==> src/rtl/refill_axi_sched.sv <==
// Refill scheduler: shares one AXI read channel between the dcache and icache miss paths.
// Round-robin arbitration, one aligned INCR burst per request, line assembly and hand-back.
module refill_axi_sched #(
  parameter int unsigned DW = 8,
  parameter int unsigned NB = 2,
  parameter int unsigned AW = 32
) (
  input  logic             clk_i,
  input  logic             rst_i,
  input  logic             dc_req_valid_i,
  output logic             dc_req_ready_o,
  input  logic [AW-1:0]    dc_req_addr_i,
  input  logic             ic_req_valid_i,
  output logic             ic_req_ready_o,
  input  logic [AW-1:0]    ic_req_addr_i,
  output logic             ar_valid_o,
  input  logic             ar_ready_i,
  output logic [AW-1:0]    ar_addr_o,
  output logic [7:0]       ar_len_o,
  output logic             ar_id_o,
  input  logic             r_valid_i,
  output logic             r_ready_o,
  input  logic [DW-1:0]    r_data_i,
  input  logic             r_last_i,
  input  logic [1:0]       r_resp_i,
  output logic             line_valid_o,
  input  logic             line_ready_i,
  output logic [NB*DW-1:0] line_data_o,
  output logic             line_dst_o,
  output logic             line_err_o
);

  localparam int unsigned LineBytes = NB * DW / 8;
  localparam int unsigned OffW      = $clog2(LineBytes);
  localparam int unsigned CntW      = $clog2(NB);
  localparam logic [AW-1:0]   AlignMask = ~((AW'(1) << OffW) - AW'(1));
  localparam logic [CntW-1:0] LastBeat  = CntW'(NB - 1);

  typedef enum logic [2:0] {StIdle, StAr, StData, StDrain, StDone} state_e;

  state_e             state_q, state_d;
  logic [AW-1:0]      addr_q, addr_d;
  logic               dst_q, dst_d;     // 0 = dcache, 1 = icache
  logic               err_q, err_d;
  logic [CntW-1:0]    cnt_q, cnt_d;
  logic [NB*DW-1:0]   line_q, line_d;
  logic               last_q, last_d;   // last granted requester, 1 = icache
  logic               dc_win, ic_win;

  // Round-robin arbitration; request ready only while idle.
  always_comb begin
    dc_win         = dc_req_valid_i && (!ic_req_valid_i || last_q);
    ic_win         = ic_req_valid_i && (!dc_req_valid_i || !last_q);
    dc_req_ready_o = (state_q == StIdle) && dc_win;
    ic_req_ready_o = (state_q == StIdle) && ic_win;
  end

  // Next-state logic for the FSM and the line assembly datapath.
  always_comb begin
    state_d = state_q;
    addr_d  = addr_q;
    dst_d   = dst_q;
    err_d   = err_q;
    cnt_d   = cnt_q;
    line_d  = line_q;
    last_d  = last_q;
    unique case (state_q)
      StIdle: begin
        if (dc_req_ready_o || ic_req_ready_o) begin
          addr_d  = (ic_req_ready_o ? ic_req_addr_i : dc_req_addr_i) & AlignMask;
          dst_d   = ic_req_ready_o;
          line_d  = '0;
          cnt_d   = '0;
          err_d   = 1'b0;
          state_d = StAr;
        end
      end
      StAr: begin
        if (ar_ready_i) state_d = StData;
      end
      StData: begin
        if (r_valid_i) begin
          line_d[cnt_q*DW +: DW] = r_data_i;
          if (r_resp_i != 2'b00) err_d = 1'b1;
          if (r_last_i) begin
            // Short burst leaves the remaining slots at zero.
            if (cnt_q != LastBeat) err_d = 1'b1;
            state_d = StDone;
          end else if (cnt_q == LastBeat) begin
            // Long burst: line is full, swallow the rest.
            err_d   = 1'b1;
            state_d = StDrain;
          end else begin
            cnt_d = cnt_q + 1'b1;
          end
        end
      end
      StDrain: begin
        if (r_valid_i && r_last_i) state_d = StDone;
      end
      StDone: begin
        if (line_ready_i) begin
          last_d  = dst_q;
          state_d = StIdle;
        end
      end
      default: state_d = StIdle;
    endcase
  end

  // State register; reset abandons any burst in flight.
  always_ff @(posedge clk_i or posedge rst_i) begin
    if (rst_i) begin
      state_q <= StIdle;
      addr_q  <= '0;
      dst_q   <= 1'b0;
      err_q   <= 1'b0;
      cnt_q   <= '0;
      line_q  <= '0;
      last_q  <= 1'b1;
    end else begin
      state_q <= state_d;
      addr_q  <= addr_d;
      dst_q   <= dst_d;
      err_q   <= err_d;
      cnt_q   <= cnt_d;
      line_q  <= line_d;
      last_q  <= last_d;
    end
  end

  // Outputs are decodes of registered state.
  always_comb begin
    ar_valid_o   = (state_q == StAr);
    r_ready_o    = (state_q == StData) || (state_q == StDrain);
    line_valid_o = (state_q == StDone);
    ar_addr_o    = addr_q;
    ar_len_o     = 8'(NB - 1);
    ar_id_o      = dst_q;
    line_data_o  = line_q;
    line_dst_o   = dst_q;
    line_err_o   = err_q;
  end

endmodule

==> config.mk <==
export PLATFORM = sky130hd
export DESIGN_NAME = refill_axi_sched
export DESIGN_NICKNAME = d
export VERILOG_FILES = /design/src/rtl/refill_axi_sched.sv
export SDC_FILE = /design/constraint.sdc
export NUM_CORES = 1
export LEC_CHECK = 0
export ABC_AREA = 1
export CORE_ASPECT_RATIO = 1.5
export CORE_MARGIN = 4
export CORE_UTILIZATION = 36
export CTS_CLUSTER_SIZE = 12
export DETAILED_ROUTE_END_ITERATION = 6
export GPL_ROUTABILITY_DRIVEN = 0
export PLACE_DENSITY_LB_ADDON = 0.12
export SLEW_MARGIN = 10
export SYNTH_ARGS = -nofsm -noshare
export SYNTH_HDL_FRONTEND = slang
export SYNTH_SLANG_ARGS = --single-unit
==> constraint.sdc <==
create_clock -name clk_i -period 1.7 [get_ports clk_i]
set_clock_uncertainty 0.2 [all_clocks]
set_input_delay 0.34 -clock clk_i [delete_from_list [all_inputs] [get_ports clk_i]]
set_output_delay 0.34 -clock clk_i [all_outputs]
set_load 0.02 [all_outputs]
==> results.rst <==
.. list-table::
   :header-rows: 1

   * - Metric
     - Value
   * - Final hold violation count
     - 0
   * - Mean instance size in the synthesized netlist
     - 7.75 µm²
   * - Number of design rule violations left after detail routing
     - 0
   * - Proportion of synthesized chip area in sequential cells
     - roughly 49%
   * - Worst hold slack after final layout
     - around 0.24 ns
   * - Count of max-cap constraint violations
     - 0
   * - Antenna-violating nets left
     - 0
   * - Clock buffers created by TritonCTS
     - 5
   * - Violated checks
     - negative setup slack
   * - Register bit total from synthesis
     - 54
   * - Die height
     - 115 µm
   * - Largest delay contributor family on the critical path
     - flip-flops
   * - First element of the critical path
     - last_q
   * - CP Launch Type
     - register
   * - Global-route usage over all layers
     - a little under a fifth
   * - Placement Setup Slack
     - -0.650 ns
   * - Number of sinks on the clock net
     - between 50 and 60
   * - Layout net count
     - approximately 600
   * - Number of search-and-repair iterations in the first detailed-routing pass
     - 4
   * - Initial core utilization
     - 37.5%
   * - Count of unique library cells instantiated by Yosys
     - 22
   * - Drt via density
     - between 4 and 5
   * - Area Growth Syn to Fin
     - 83.6%
   * - Worst-skew pair later-pin latency
     - 0.31 ns
   * - Highest clock rate
     - approximately 530 MHz
   * - Cell at the root of the clock tree
     - sky130_fd_sc_hd__clkbuf_8
   * - Area of the die
     - ~9200 µm²
   * - Critical Path Sink Type
     - output port
   * - Vias post-DR
     - 2977
   * - Via count of the first global-routing pass
     - roughly 3.0k
   * - Reg-to-Reg Start
     - last_q
   * - Setup violations, final
     - between 50 and 60
   * - Total congestion overflow
     - 0
   * - Biggest fanout along the worst timing path
     - 3
   * - Cell area after technology mapping
     - between 2000 and 3000 µm²
   * - Run status
     - finished with violations
   * - Unrepaired setup endpoints after global routing
     - yes
   * - Register Area
     - 1350 µm²
   * - Post-layout worst setup margin
     - -0.192 ns
   * - Number of pins exceeding their max-slew limit in the final report
     - 0
   * - Number of cells traversed by the worst register-to-register path
     - 11
   * - Top-Level Pins
     - between 100 and 150
   * - Reg-to-reg setup timing slack
     - -0.16 ns
   * - Ordered list of cells on the worst path
     - buf_6 > nand2_4 > nand2_4 > inv_4 > nand2_4 > inv_2 > buf_6
   * - Combined buffer and inverter count along the critical path
     - 4
   * - Warnings, synthesis
     - 0
   * - Wire length of the first global-routing pass
     - roughly 14000 µm
   * - Clock tree from TritonCTS
     - done
   * - Number of fill cells in the layout
     - roughly 630
   * - Leakage power of the design
     - roughly 2.4 nW
   * - Floorplan core area
     - between 7000 and 8000 µm²
   * - Port buffer count
     - approximately 130
   * - Maximum cell stage delay along the critical path
     - approximately 0.55 ns
   * - Final cell area excluding filler cells
     - approximately 5100 µm²
   * - Antenna violations before repair
     - 0
   * - Worst path most repeated cell
     - sky130_fd_sc_hd__nand2_4
   * - Gate count of the mapped netlist
     - approximately 360
   * - Initial DRC count
     - 91
   * - Cell Rows
     - 38
   * - Routed WL
     - about 9000 µm
   * - Worst Path Class, Setup
     - reg -> out
   * - Share of cells above drive strength 1
     - about a quarter
   * - Post-synth top flop
     - sky130_fd_sc_hd__dfrtp_1
   * - Post-synth ARST share
     - 100%
   * - Post-layout total power
     - roughly 9.5 mW
   * - IR drop worst, VDD
     - 0.000975 V
   * - Class of the worst hold path
     - in -> async
   * - Worst endpoint data arrival time
     - 1.35 ns
   * - Capture instance of the worst register-to-register path
     - ar_addr_o[6]
   * - # diodes
     - 0
   * - Clock-pin slew on the worst setup and hold paths
     - approximately 0.1 ns
   * - Slowest CP cell
     - sky130_fd_sc_hd__dfstp_2
   * - Max clock buf depth
     - 2
   * - Largest net degree at the start of global routing
     - 55
   * - Post-detail-place hpwl
     - between 5000 and 6000 µm
   * - Cell area reported after detailed placement
     - roughly 4300 µm²
   * - Die span in x
     - 79.6 µm
   * - Number of hold-repair buffers added at the cts stage
     - 0
   * - Power per cell area
     - between 1500 and 2000 nW/µm²
   * - Util after Layout
     - 68.9%
   * - Clock period minus final worst setup slack
     - approximately 1.9 ns
   * - Data required time of the critical path
     - ~1.2 ns
   * - H-tree depth reported by CTS
     - 2
   * - Multi-input logic area
     - 1530 µm²
   * - Final critical-path share of the clock period
     - 111%
   * - EDFF count, synth
     - 0
   * - DR WL/cell
     - 14.6 µm
[layer usage]
| metal | track usage, % | wire length [µm] | vias up |
|---|---|---|---|
| met4 | 7.00 | 234 | 0 |
| met3 | 4.94 | 639 | 17 |
| li1 | - | - | 1466 |
| met2 | 34.3 | 4880 | 112 |
| met5 | 0 | 0 | - |
| met1 | 20.9 | 3350 | 1382 |
[worst max-delay path by stage]
stage                                 to  slack [ns]  depth (start not counted)
final                     ic_req_ready_o       -0.19                          7
after global routing      ic_req_ready_o       -0.27                          7
after CTS                 ic_req_ready_o       -0.18                          7
after detailed placement  dc_req_ready_o       -0.65                          5
after global placement    dc_req_ready_o       -0.63                          5
after floorplan           ic_req_ready_o        0.07                          6
[cell families after synthesis]
logic type	Yosys count	synth area share, %
simple gates	207	31.8
buf+inv	55	10.4
other cells	2	0.271
compound gates	39	8.64
flops	54	48.9
[power by group]
part,switching [mW],internal [mW]
Clock,0.443,0.439
Sequential,0.434,1.87
Combinational,3.36,2.91
Total,4.24,5.22
[stage by stage]
step | cells | TNS (ns)
final | 622 | -5.23
after global routing | 622 | -10.27
after CTS | 616 | -6.14
after detailed placement | 593 | -21.00
after global placement | 593 | -19.45
after floorplan | 364 | 0
[what timing repair did]
action | CTS | global route
buffers inserted | 9 | 9
cloned | 6 | 0
endpoints found under the setup margin | 103 | 57
gates resized for setup | 110 | 88
pin swaps | 10 | 18
[final cells by class]
cell class	count	share of cell area [%]
sequential	54	26.6
inverter	27	2.12
clock buffer	5	1.36
clock inverter	3	0.887
multi-input combinational	255	30.0
tap	100	2.46
timing repair buffer	178	36.5
[worst min-delay path: cells and delay by family]
family	cells	cell delay (ns)
buffers and inverters	3	0.81
[state kept, by name, indices dropped and copies added (netlist names)]
register and flops:
state_q 3, ar_addr_o 31, line_err_o 1, ar_id_o 1
line_data_o 16, cnt_q 1, last_q 1
[synthesized netlist by cell type, types with 2 or more instances]
master | n | area, µm²
sky130_fd_sc_hd__a21oi_1 | 2 | 10.0
sky130_fd_sc_hd__dfrtp_1 | 53 | 1330
sky130_fd_sc_hd__inv_1 | 23 | 86.3
sky130_fd_sc_hd__nand2_1 | 118 | 443
sky130_fd_sc_hd__nor2_4 | 2 | 22.5
sky130_fd_sc_hd__nand3_1 | 10 | 50.1
sky130_fd_sc_hd__o21ai_0 | 4 | 20.0
sky130_fd_sc_hd__buf_2 | 11 | 55.1
sky130_fd_sc_hd__a31oi_1 | 31 | 194
sky130_fd_sc_hd__nand4_1 | 17 | 106
sky130_fd_sc_hd__nand3_2 | 2 | 20.0
sky130_fd_sc_hd__nand2_2 | 4 | 25.0
sky130_fd_sc_hd__inv_2 | 4 | 15.0
sky130_fd_sc_hd__nor2_1 | 52 | 195
sky130_fd_sc_hd__buf_4 | 16 | 120
sky130_fd_sc_hd__conb_1 | 2 | 7.51
[placed cells by master (no fill, tap or decap), drive strengths merged]
master	n
a21oi	2
inv	26
conb	9
and2	1
clkbuf	5
a31oi	31
clkdlybuf4s50	79
nand4	17
nand2	123
o21ai	4
dlygate4sd2	50
clkinvlp	3
bufinv	1
nor2	54
dfstp	1
a211oi	1
nand3	12
dfrtp	53
a21boi	1
buf	49
Power figures use the tool's default switching activity.
